## config.mk

```make
export PLATFORM = sky130hd
export DESIGN_NAME = pc_add
export DESIGN_NICKNAME = d
export VERILOG_FILES = /design/src/rtl/pc_add.sv
export SDC_FILE = /design/constraint.sdc
export NUM_CORES = 1
export LEC_CHECK = 0
export ABC_AREA = 1
export BUFFER_PORTS_ARGS = -buffer_cell sky130_fd_sc_hd__buf_2
export CORE_UTILIZATION = 35
export DETAILED_ROUTE_END_ITERATION = 8
export PLACE_DENSITY = 0.64
export SYNTH_ARGS = -nofsm -noshare
export SYNTH_HDL_FRONTEND = slang
export SYNTH_SLANG_ARGS = --single-unit
export TNS_END_PERCENT = 1
```

## constraint.sdc

```tcl
create_clock -name clk -period 2.2 [get_ports clk]
set_input_delay 0.22 -clock clk [delete_from_list [all_inputs] [get_ports clk]]
set_output_delay 0.22 -clock clk [all_outputs]
set_load 0.02 [all_outputs]
```

## src/rtl/pc_add.sv

```systemverilog
// Program-counter incrementer: combinational pc+4 with carry/misalign flags,
// plus a single capture stage holding the PC, its successor and a valid bit.
package pc_add_pkg;
  localparam int XLEN = 32;
endpackage

module pc_add
  import pc_add_pkg::*;
#(
  parameter int DATA_WIDTH = XLEN
) (
  input  logic                  clk,
  input  logic                  rst_n,
  input  logic [DATA_WIDTH-1:0] pc_i,
  input  logic                  en_i,
  input  logic                  flush_i,
  output logic [DATA_WIDTH-1:0] pc_plus4_o,
  output logic                  wrap_o,
  output logic                  misalign_o,
  output logic [DATA_WIDTH-1:0] pc_q_o,
  output logic [DATA_WIDTH-1:0] pc_plus4_q_o,
  output logic                  valid_q_o
);

  // Sum carries one extra bit so the carry-out becomes the wrap flag.
  function automatic logic [DATA_WIDTH:0] add4(input logic [DATA_WIDTH-1:0] pc);
    logic [DATA_WIDTH:0] four;
    four = (DATA_WIDTH+1)'(4);
    return {1'b0, pc} + four;
  endfunction

  logic [DATA_WIDTH:0]   sum_p0;
  logic [DATA_WIDTH-1:0] pc_p1;
  logic [DATA_WIDTH-1:0] pc_plus4_p1;
  logic                  vld_p1;

  always_comb begin
    sum_p0 = add4(pc_i);
  end

  assign pc_plus4_o = sum_p0[DATA_WIDTH-1:0];
  assign wrap_o     = sum_p0[DATA_WIDTH];
  assign misalign_o = |pc_i[1:0];

  // ---- stage p0 -> p1 ----
  always_ff @(posedge clk or negedge rst_n) begin
    if (!rst_n) begin
      pc_p1       <= '0;
      pc_plus4_p1 <= '0;
      vld_p1      <= 1'b0;
    end else if (flush_i) begin
      vld_p1      <= 1'b0;
    end else if (en_i) begin
      pc_p1       <= pc_i;
      pc_plus4_p1 <= sum_p0[DATA_WIDTH-1:0];
      vld_p1      <= 1'b1;
    end
  end

  assign pc_q_o       = pc_p1;
  assign pc_plus4_q_o = pc_plus4_p1;
  assign valid_q_o    = vld_p1;

endmodule

```

==> results of run 1 <==
-- flip-flops by register name, indices dropped and copies added (netlist names) --
signal,flops
pc_q_o,32
valid_q_o,1
pc_plus4_q_o,30
-- metal layers --
layer	global-route usage [%]	wire, um	up-vias
met5	0	0	-
met4	6.544	124	0
met3	3.688	450	10
met2	33.10	4389	96
met1	25.94	4394	1405
li1	-	-	1572
-- report_power, final --
group	internal [mW]	switching, mW
Combinational	0.248	0.538
Clock	0.751	0.464
Sequential	1.30	0.0785
Total	2.30	1.08
-- path summary, 6_finish.rpt --
check	start	cells after the start	slack, ns	to
worst max-delay path	pc_i[2]	8	0.41	pc_plus4_o[16]
worst min-delay path	flush_i	2	0.07	valid_q_o
worst max register to register	pc_plus4_q_o[2]	2	1.52	pc_plus4_q_o[2]
worst min register to register	pc_q_o[11]	2	0.47	pc_q_o[11]
max in group asynchronous	rst_n	3	1.14	pc_plus4_q_o[14]
min in group asynchronous	rst_n	2	0.43	pc_q_o[30]
-- through the flow --
step	instance area (um2)	setup slack [ns]	utilization, %	hold slack, ns
after floorplan	3269	0.7423	-	-0.07559
after global placement	4044	0.4546	45.48	0.2580
after detailed placement	4044	0.4064	45.48	0.2677
after CTS	4290	0.4042	48.25	0.05285
after global routing	4290	0.3070	48.25	0.06557
final	4290	0.4067	48.25	0.06745
-- synth_stat cells --
cell,number
buf_4,4
nand2_4,2
and2_1,4
xor2_2,6
nand3_1,16
nor2_4,8
nor2_2,4
nor2_1,27
ha_1,1
a21oi_1,1
buf_2,2
dfrtp_1,63
nand2_1,216
o21ai_0,22
nand2_2,3
clkbuf_1,8
xor2_1,9
nor3_1,2
buf_1,3
inv_1,33
-- cell type report --
class                           instances  area, um2  area share, %
Timing Repair Buffer                  138      728.2          16.97
Inverter                               33      123.9          2.887
Sequential cell                        63       1577          36.75
Multi-Input combinational cell        321       1490          34.73
Clock inverter                          6      108.9          2.537
Tap cell                              108      135.1          3.150
Clock buffer                           10      127.6          2.975
-- kinds of logic after synthesis --
group,after synthesis,share of synthesized area (%)
flip-flops,63,48.22
AO/OA/AOI/OAI,23,3.521
adder cells (fa/ha/maj),1,0.3826
XOR/XNOR,15,5.396
AND/OR/NAND/NOR,282,36.20
buffers and inverters,50,6.276
-- worst register-to-register path, cell delays in order, from the launching register on --
cell and delay (ns):
dfrtp_1 0.39, nand2_1 0.06, o21ai_0 0.09
-- timing repair --
item	in CTS	in global routing
hold buffers	1	0
endpoints found under the hold margin	23	0
setup buffers	0	0
==> key figures, run 1 <==
Outcome
  • Outcome: finished, final reports clean

Final layout
  • Final Net Count: around 600
  • Area grow syn2layout: 31.23%
  • Ant. Diodes: 0
  • Layout filler cell count: 900
  • Number of non-filler instances in the completed layout: roughly 680
  • Most used cells in the layout excluding fill and tap cells: nand2_1 (216), buf_2 (134), dfrtp_1 (63)
  • Most common library cell in the layout ignoring fill and taps: nand2_1
  • Share of cells above drive strength 1: between 30% and 40%

Critical path
  • Cell family with most CP delay: simple AND/OR/NAND/NOR gates
  • Ordered cell list for the critical path: buf_2, ha_1, nand2_1, nor2_4, nand2_2, nor2_2, xor2_1, buf_2
  • Arrival time of data at the critical path endpoint: roughly 1.6 ns
  • Maximum fanout along the worst path: 3
  • Endpoint class of the critical path: output port
  • Required time worst endpoint: 1.98 ns
  • Critical path class: primary input to output port
  • Cell type of the slowest stage on the worst timing path: nor2_2
  • Count of buffer and inverter cells on the critical path: 2
  • Worst path most repeated cell: buf_2
  • Worst Setup Start Kind: primary input
  • Largest stage delay on the critical path: ~0.28 ns

Global route
  • Tot GR Track Use: about a fifth
  • Initial antenna violation count: 0
  • Grt ovf: 0
  • Via count of the first global-routing pass: 2,980
  • Pin count of the biggest net entering global routing: 83
  • Global-route wire length before repair: 14,900 um

Place
  • Inst Count DP: ~660
  • Number of buffers added on ports: 134
  • Post-detail-place hpwl: between 7000 and 8000 um
  • Global placer's final weighted congestion: between 0.8 and 0.9

STA
  • Worst slew margin relative to its limit: ~59%
  • Maximum operating frequency: 557.6 MHz
  • Post-route minimum period: 1.793 ns
  • RSZ-0062 raised after global routing: false
  • Worst Skew: 0 ns
  • Number of max-slew violations in the final report: 0
  • Share of the clock period used by the worst path after layout: 81.51%
  • Actual slew at the worst max-slew pin: 0.6152 ns
  • Setup violators final: 0
  • Final Hold Vio Count: 0
  • Summed negative setup slack over all endpoints: 0 ns

Clock network
  • Number of buffers on the longest clock path: 2
  • Register clock-pin slew on the reported worst setup and hold paths: around 0.060 ns
  • Total CTS buffers: 9
  • Clock insertion delay at the later pin of the skew report: 0.33 ns
  • Cell at the root of the clock tree: clkbuf_8
  • Post-cts resize count: 0
  • CTS sink cnt: 63
  • Clock tree from TritonCTS: yes
  • CTS H-tree lvls: 3

Synth
  • Largest cells by area after synthesis: dfrtp_1 (48%), nand2_1 (25%), inv_1 (3.8%)
  • Post-synthesis sequential area ratio: between 40 and 50%
  • Top cell type's share of synthesized area: between 40% and 50%
  • Synthesized area: about 3300 um2
  • Number of synthesized register bits: 63
  • Synth cell types: 20
  • Number of nets in the synthesized netlist: ~470
  • Number of cells produced by synthesis: approximately 430
  • Largest area contributor in the netlist: dfrtp_1
  • Total number of yosys warnings: 0
  • Average size of a mapped cell: between 7 and 8 um2

Detailed routing
  • Number of vias in the routed layout: 3,083
  • Detail-routed net length per standard cell: ~14 um
  • First-iteration detailed-routing DRC count: 140
  • Final wirelength: between 9000 and 10,000 um
  • Antenna Violating Nets Remaining: 0
  • Router iterations before antenna repair: 5
  • Remaining design rule violation count: 0
  • Vias/cell: approximately 4.5

Pwr
  • Leakage power of the design: approximately 2.4 nW
  • Total power density per cell area: just under 800 nW/um2
  • Total power after layout: approximately 3.4 mW
  • Peak supply drop: roughly 0.35 mV

Floorplanning
  • Starting utilization of the core area: about 37%
  • Number of core rows: 34
  • Top-Level Pins: approximately 140
  • Die span in x: between 90 and 100 um
  • Floorplan core area: between 8000 and 9000 um2
  • Die ar.: about 9700 um2
  • Die Height: between 90 and 100 um

Worst hold path
  • Tightest Hold Check Type: primary input to flip-flop

Job
  • Max-cap violations: 0
No activity file was read; power rests on OpenSTA's default activity.
==> run 2: changes to the inputs <==
--- a/config.mk
+++ b/config.mk
@@ -5,11 +5,11 @@
 export SDC_FILE = /design/constraint.sdc
 export NUM_CORES = 1
 export LEC_CHECK = 0
-export ABC_AREA = 1
+export ABC_AREA = 0
 export BUFFER_PORTS_ARGS = -buffer_cell sky130_fd_sc_hd__buf_2
 export CORE_UTILIZATION = 35
 export DETAILED_ROUTE_END_ITERATION = 8
-export PLACE_DENSITY = 0.64
+export PLACE_DENSITY = 0.65
 export SYNTH_ARGS = -nofsm -noshare
 export SYNTH_HDL_FRONTEND = slang
 export SYNTH_SLANG_ARGS = --single-unit
==> constraint.sdc (replaced) <==
create_clock -name clk -period 1.7 [get_ports clk]
set_input_delay 0.17 -clock clk [delete_from_list [all_inputs] [get_ports clk]]
set_output_delay 0.17 -clock clk [all_outputs]
set_load 0.02 [all_outputs]
==> key figures, run 2 <==
Global route
  • Initial antenna violation count: 0
  • Tot GR Track Use: between 20% and 30%
  • Global-route wire length before repair: approximately 16,000 um
  • Pin count of the biggest net entering global routing: 64
  • Grt ovf: 0
  • Via count of the first global-routing pass: around 3.2k

Synth
  • XOR/XNOR share of the synthesized area: 4.190%
  • Synthesized area: 3136 um2
  • Fraction of synthesis flops using an asynchronous set or reset pin: 100.0%
  • Main flop type after synthesis: dfrtp_1
  • Synth cell types: 37
  • Largest cells by area after synthesis: dfrtp_1 (50%), nand2_1 (14%), mux2_2 (3.6%)
  • Post-synthesis sequential area ratio: around half
  • Fraction of the mapped netlist area in adder cells: less than 1%
  • Number of synthesized register bits: between 60 and 70
  • Leading cell type by number of instances after synthesis: nand2_1
  • Number of cells produced by synthesis: roughly 360
  • Number of nets in the synthesized netlist: about 390
  • Combinational family with the most area after synthesis: simple AND/OR/NAND/NOR gates
  • Top cells by instance count after synthesis: nand2_1 (119), dfrtp_1 (63), nor2_1 (19)
  • Simple-Gate Fraction of Synth Area: between 30 and 40%
  • Number of enable-type register cells in the synthesized netlist: 0
  • Multiplexer share of the synthesized area: 3.591%
  • Largest area contributor in the netlist: dfrtp_1
  • Share of the synthesized area in compound gates (AO/OA/AOI/OAI): 7.422%
  • Top cell type's share of synthesized area: 50.28%
  • Average size of a mapped cell: around 8.8 um2
  • Total number of yosys warnings: 0

Final layout
  • Share of cells above drive strength 1: 48.06%
  • Final Net Count: roughly 570
  • Area grow syn2layout: 52.23%
  • Layout filler cell count: between 800 and 900
  • Non-Filler Cell Area, Final: 4773 um2
  • Number of non-filler instances in the completed layout: around 650
  • Most common library cell in the layout ignoring fill and taps: buf_2
  • Most used cells in the layout excluding fill and tap cells: buf_2 (114), nand2_1 (110), dfrtp_1 (63)
  • Multi-input combinational cell area: 1633 um2
  • Number of flip-flops in the largest register: 32
  • Storage cell area: roughly 1600 um2
  • Ant. Diodes: 0

Detailed routing
  • First-iteration detailed-routing DRC count: ~110
  • Remaining design rule violation count: 0
  • Final wirelength: 10,310 um
  • Router iterations before antenna repair: 5
  • Vias/cell: between 5 and 6
  • Detail-routed net length per standard cell: approximately 16 um
  • Number of vias in the routed layout: 3,327
  • Antenna Violating Nets Remaining: 0

Pwr
  • Peak supply drop: 0.5149 mV
  • Leakage power of the design: ~2.4 nW
  • Total power density per cell area: roughly 900 nW/um2

Floorplanning
  • Top-Level Pins: 135
  • Die ar.: between 9000 and 10,000 um2
  • Number of core rows: 34
  • Starting utilization of the core area: roughly 36%
  • Floorplan core area: approximately 8700 um2
  • Die span in x: about 97 um
  • Die Height: between 90 and 100 um

Place
  • Post-detail-place hpwl: about 7400 um
  • Number of buffers added on ports: between 100 and 150
  • Global placer's final weighted congestion: ~0.9
  • Inst Count DP: 630
  • Cell area reported after detailed placement: 4285 um2

Clock network
  • CTS sink cnt: between 60 and 70
  • Number of buffers on the longest clock path: 2
  • CTS H-tree lvls: 3
  • Clock insertion delay at the later pin of the skew report: approximately 0.34 ns
  • Total CTS buffers: 9
  • Cell at the root of the clock tree: clkbuf_8
  • Clock tree from TritonCTS: yes
  • Register clock-pin slew on the reported worst setup and hold paths: 0.08 ns

Worst hold path
  • Tightest Hold Check Type: primary input to flip-flop
  • Startpoint of the worst hold path: flush_i

Outcome
  • Failing checks: setup timing
  • Outcome: complete, but fails checks

STA
  • Worst slew margin relative to its limit: between 70% and 80%
  • Share of the clock period used by the worst path after layout: 102.9%
  • Number of max-slew violations in the final report: 0
  • Worst Skew: 0 ns
  • Min setup slack post-route: -0.05013 ns
  • Maximum operating frequency: between 500 and 600 MHz
  • Setup violators final: 4
  • Final Hold Vio Count: 0
  • Actual slew at the worst max-slew pin: between 0.3 and 0.4 ns
  • Post-route minimum period: ~1.8 ns
  • RSZ-0062 raised after global routing: true

Critical path
  • Endpoint class of the critical path: output port
  • Worst Setup Start Kind: primary input
  • Worst path most repeated cell: buf_6
  • Cell type of the slowest stage on the worst timing path: or4_4
  • Critical path class: primary input to output port
  • Ordered cell list for the critical path: buf_6, ha_4, nand2_4, or3_4, or4_4, nand2_2, buf_6
  • Critical Path Start: pc_i[2]
  • Cell family with most CP delay: simple AND/OR/NAND/NOR gates
  • Largest stage delay on the critical path: 0.54 ns
  • Worst reg2reg path startpoint: pc_plus4_q_o[12]
  • Maximum fanout along the worst path: 6
  • Count of buffer and inverter cells on the critical path: 2
  • Required time worst endpoint: 1.53 ns
  • Arrival time of data at the critical path endpoint: 1.58 ns

Job
  • Max-cap violations: 0
==> run 2: repair_timing <==
item	in CTS	in global routing
gates resized for setup	44	30
gates cloned	1	0
hold endpoints to repair	63	0
pin swaps	8	8
hold buffers	1	0
setup buffers	1	0
setup endpoints to repair	12	18
==> run 2: area by class of cell <==
cell class	count	share of cell area, %
clock buffer	9	2.595
sequential	63	33.03
inverter	6	0.4718
multi-input combinational	267	34.21
timing repair buffer	189	25.35
clock inverter	7	1.520
tap	108	2.831
==> run 2: cells by family (layout without fill, tap and decap cells) <==
| family | count (synthesis) | count (layout) |
|---|---|---|
| compound gates | 36 | 36 |
| xor+xnor | 15 | 15 |
| fa+ha+maj | 1 | 1 |
| buf+inv | 27 | 211 |
| flops | 63 | 63 |
| mux | 10 | 10 |
| simple gates | 204 | 205 |
==> run 2: stage by stage <==
stage / power, mW / hold slack, ns / utilization (%) / setup WS (ns) / TNS, ns
floorplan: 2.435 / -0.1256 / - / -0.05143 / -0.3341
global placement: 2.925 / 0.2132 / 49.38 / -0.2833 / -2.161
detailed placement: 2.954 / 0.2153 / 49.38 / -0.2967 / -2.576
CTS: 4.328 / 0.009864 / 53.92 / -0.1067 / -0.3371
global route: 4.522 / 0.01507 / 55.00 / -0.08237 / -0.5221
finish: 4.302 / 0.02364 / 55.00 / -0.05013 / -0.1641
==> run 2: routing by layer <==
metal	track usage (%)	routed length [um]	vias up	share of wire (%)
met5	0	0	-	0
met3	4.697	538	15	5.2
met1	28.25	4382	1610	43
met2	37.54	5209	119	51
met4	7.922	175	0	1.7
li1	-	-	1583	-
==> run 2: path summary, 6_finish.rpt <==
kind | to | slack (ns) | depth (start not counted)
hold reg to reg | pc_plus4_q_o[6] | 0.47 | 2
setup / recovery | pc_plus4_o[26] | -0.05 | 7
max in group asynchronous | pc_q_o[9] | 1.06 | 3
min in group asynchronous | pc_plus4_q_o[18] | 0.37 | 3
setup reg to reg | pc_plus4_q_o[12] | 0.92 | 1
hold / removal | valid_q_o | 0.02 | 2
==> run 2: report_power, final <==
part,internal [mW],switching (mW)
registers,1.69,0.102
clock network,0.679,0.651
logic,0.439,0.738
==> run 3: changes to the inputs <==
--- a/config.mk
+++ b/config.mk
@@ -6,6 +6,7 @@
 export NUM_CORES = 1
 export LEC_CHECK = 0
 export ABC_AREA = 0
+export ABC_CLOCK_PERIOD_IN_PS = 2000
 export BUFFER_PORTS_ARGS = -buffer_cell sky130_fd_sc_hd__buf_2
 export CORE_UTILIZATION = 35
 export DETAILED_ROUTE_END_ITERATION = 8
==> constraint.sdc (replaced) <==
create_clock -name clk -period 2 [get_ports clk]
set_input_delay 0.2 -clock clk [delete_from_list [all_inputs] [get_ports clk]]
set_output_delay 0.2 -clock clk [all_outputs]
set_load 0.02 [all_outputs]
==> key figures, run 3 (same netlist as run 2, synthesis figures left out) <==
STA
  • RSZ-0062 raised after global routing: false
  • Min setup slack post-route: between 0.08 and 0.09 ns
  • Worst slew margin relative to its limit: 63.52%
  • Maximum operating frequency: 522.8 MHz
  • Final Hold Vio Count: 0
  • Number of max-slew violations in the final report: 0
  • Actual slew at the worst max-slew pin: roughly 0.55 ns
  • Setup violators final: 0
  • Post-route minimum period: 1.913 ns
  • Worst Skew: 0 ns
  • Share of the clock period used by the worst path after layout: a little over nine tenths

Floorplanning
  • Number of core rows: 34
  • Starting utilization of the core area: 36.13%
  • Die ar.: between 9000 and 10,000 um2
  • Die span in x: a little under 100 um
  • Floorplan core area: about 8700 um2
  • Die Height: about 97 um
  • Top-Level Pins: ~140

Detailed routing
  • Top layer reached by signal wires: met4
  • Detail-routed net length per standard cell: approximately 15 um
  • Routed wl met2: between 4000 and 5000 um
  • Met1 WL: 4048 um
  • Number of vias in the routed layout: about 3.2k
  • Router iterations before antenna repair: 4
  • Met3 routed wirelength: 692 um
  • Final wirelength: between 9000 and 10,000 um
  • First-iteration detailed-routing DRC count: around 160
  • Vias/cell: approximately 5.1
  • Antenna Violating Nets Remaining: 0
  • Remaining design rule violation count: 0

Worst hold path
  • Number of instances on the worst hold path: 2
  • Tightest Hold Check Type: primary input to flip-flop

Place
  • Post-detail-place hpwl: just over 7000 um
  • Dpl ws: -0.005164 ns
  • Global placer's final weighted congestion: 0.8648
  • Number of buffers added on ports: between 100 and 150
  • Cell area reported after detailed placement: slightly above 4000 um2

Critical path
  • Worst Setup Start Kind: primary input
  • Maximum fanout along the worst path: 9
  • Critical path class: primary input to output port
  • Endpoint class of the critical path: output port
  • R2R cell count: 1
  • Arrival time of data at the critical path endpoint: approximately 1.7 ns
  • Required time worst endpoint: 1.80 ns

Clock network
  • CTS sink cnt: 63
  • Register clock-pin slew on the reported worst setup and hold paths: 0.07 ns
  • Cell at the root of the clock tree: clkbuf_8
  • Clock insertion delay at the later pin of the skew report: 0.34 ns
  • Clock tree from TritonCTS: yes
  • Number of buffers on the longest clock path: 2
  • Total CTS buffers: 9
  • Setup Buffers After CTS: 0
  • CTS H-tree lvls: 3

Final layout
  • Layout filler cell count: 875
  • Non-Filler Cell Area, Final: roughly 4300 um2
  • Storage cell area: ~1600 um2
  • Ant. Diodes: 0
  • Most used cells in the layout excluding fill and tap cells: buf_2 (133), nand2_1 (118), dfrtp_1 (63)
  • Multi-input combinational cell area: 1464 um2
  • Most common library cell in the layout ignoring fill and taps: buf_2
  • Area grow syn2layout: 37.31%
  • Number of flip-flops in the largest register: 32
  • Final Net Count: approximately 540
  • Share of cells above drive strength 1: 38.75%

Global route
  • Initial antenna violation count: 0
  • Tot GR Track Use: between 20% and 30%
  • Global-route wire length before repair: 15,320 um
  • Pin count of the biggest net entering global routing: between 60 and 70
  • Via count of the first global-routing pass: around 3.0k
  • Grt ovf: 0

Pwr
  • Total power density per cell area: between 800 and 900 nW/um2
  • Internal power consumption: between 2 and 3 mW
  • Peak supply drop: ~0.37 mV
  • Share of total power in sequential cells: around two fifths
  • Switching power share of the total: about 32%
  • Part of the total power dissipated in combinational logic: roughly 25%
  • Leakage power of the design: roughly 2.2 nW
  • Portion of total power attributed to the clock network: around a third
  • Switching power: 1.191 mW

Outcome
  • Outcome: finished, final reports clean

Job
  • Max-cap violations: 0
run 3: cell type report:
| class | instances | share of cell area [%] |
|---|---|---|
| Timing Repair Buffer | 160 | 20.52 |
| Multi-Input combinational cell | 266 | 34.00 |
| Clock inverter | 3 | 1.511 |
| Sequential cell | 63 | 36.62 |
| Inverter | 6 | 0.5231 |
| Tap cell | 108 | 3.139 |
| Clock buffer | 13 | 3.691 |
run 3: worst max-delay path: stages:
cell	delay, ns
buf_2	0.17
nand4_2	0.13
or3_4	0.45
or4_4	0.53
nand2_1	0.08
buf_2	0.16
run 3: worst paths after layout:
check	start	endpoint	slack [ns]
hold / removal	flush_i	valid_q_o	0.06
setup / recovery	pc_i[9]	pc_plus4_o[30]	0.09
hold reg to reg	pc_plus4_q_o[6]	pc_plus4_q_o[6]	0.47
setup reg to reg	pc_plus4_q_o[12]	pc_plus4_q_o[12]	1.24
max in group asynchronous	rst_n	pc_q_o[9]	0.91
min in group asynchronous	rst_n	pc_q_o[20]	0.37
run 3: layer usage:
layer | global-route usage, % | vias to the layer above
met4 | 7.233 | 0
met5 | 0 | -
met3 | 5.275 | 16
li1 | - | 1518
met1 | 27.40 | 1521
met2 | 33.32 | 130
run 3: per-stage QoR:
step / util [%] / hold WS [ns] / std cells / total power [mW] / TNS, ns
after global placement: 46.64 / 0.2174 / 602 / 2.446 / 0
after CTS: 49.34 / 0.04679 / 619 / 3.749 / 0
after global routing: 49.61 / 0.04935 / 619 / 3.895 / 0
after floorplan: - / -0.09559 / 356 / 2.068 / 0
final: 49.61 / 0.05684 / 619 / 3.712 / 0
after detailed placement: 46.64 / 0.2297 / 602 / 2.464 / -0.005164
run 3: repair_timing:
item / 4_1_cts / 5_1_grt
pin swaps: 1 / 1
endpoints found under the setup margin: 1 / 6
hold buffers: 1 / 0
endpoints found under the hold margin: 21 / 0
resized for setup: 0 / 7
run 3: power groups by stage:
stage / registers (mW) / clock network [mW] / logic [mW]
finish: 1.53 / 1.28 / 0.909
detailed placement: 1.55 / 0 / 0.915
global placement: 1.54 / 0 / 0.904
floorplan: 1.76 / 0 / 0.309
CTS: 1.53 / 1.30 / 0.917
global route: 1.55 / 1.36 / 0.986
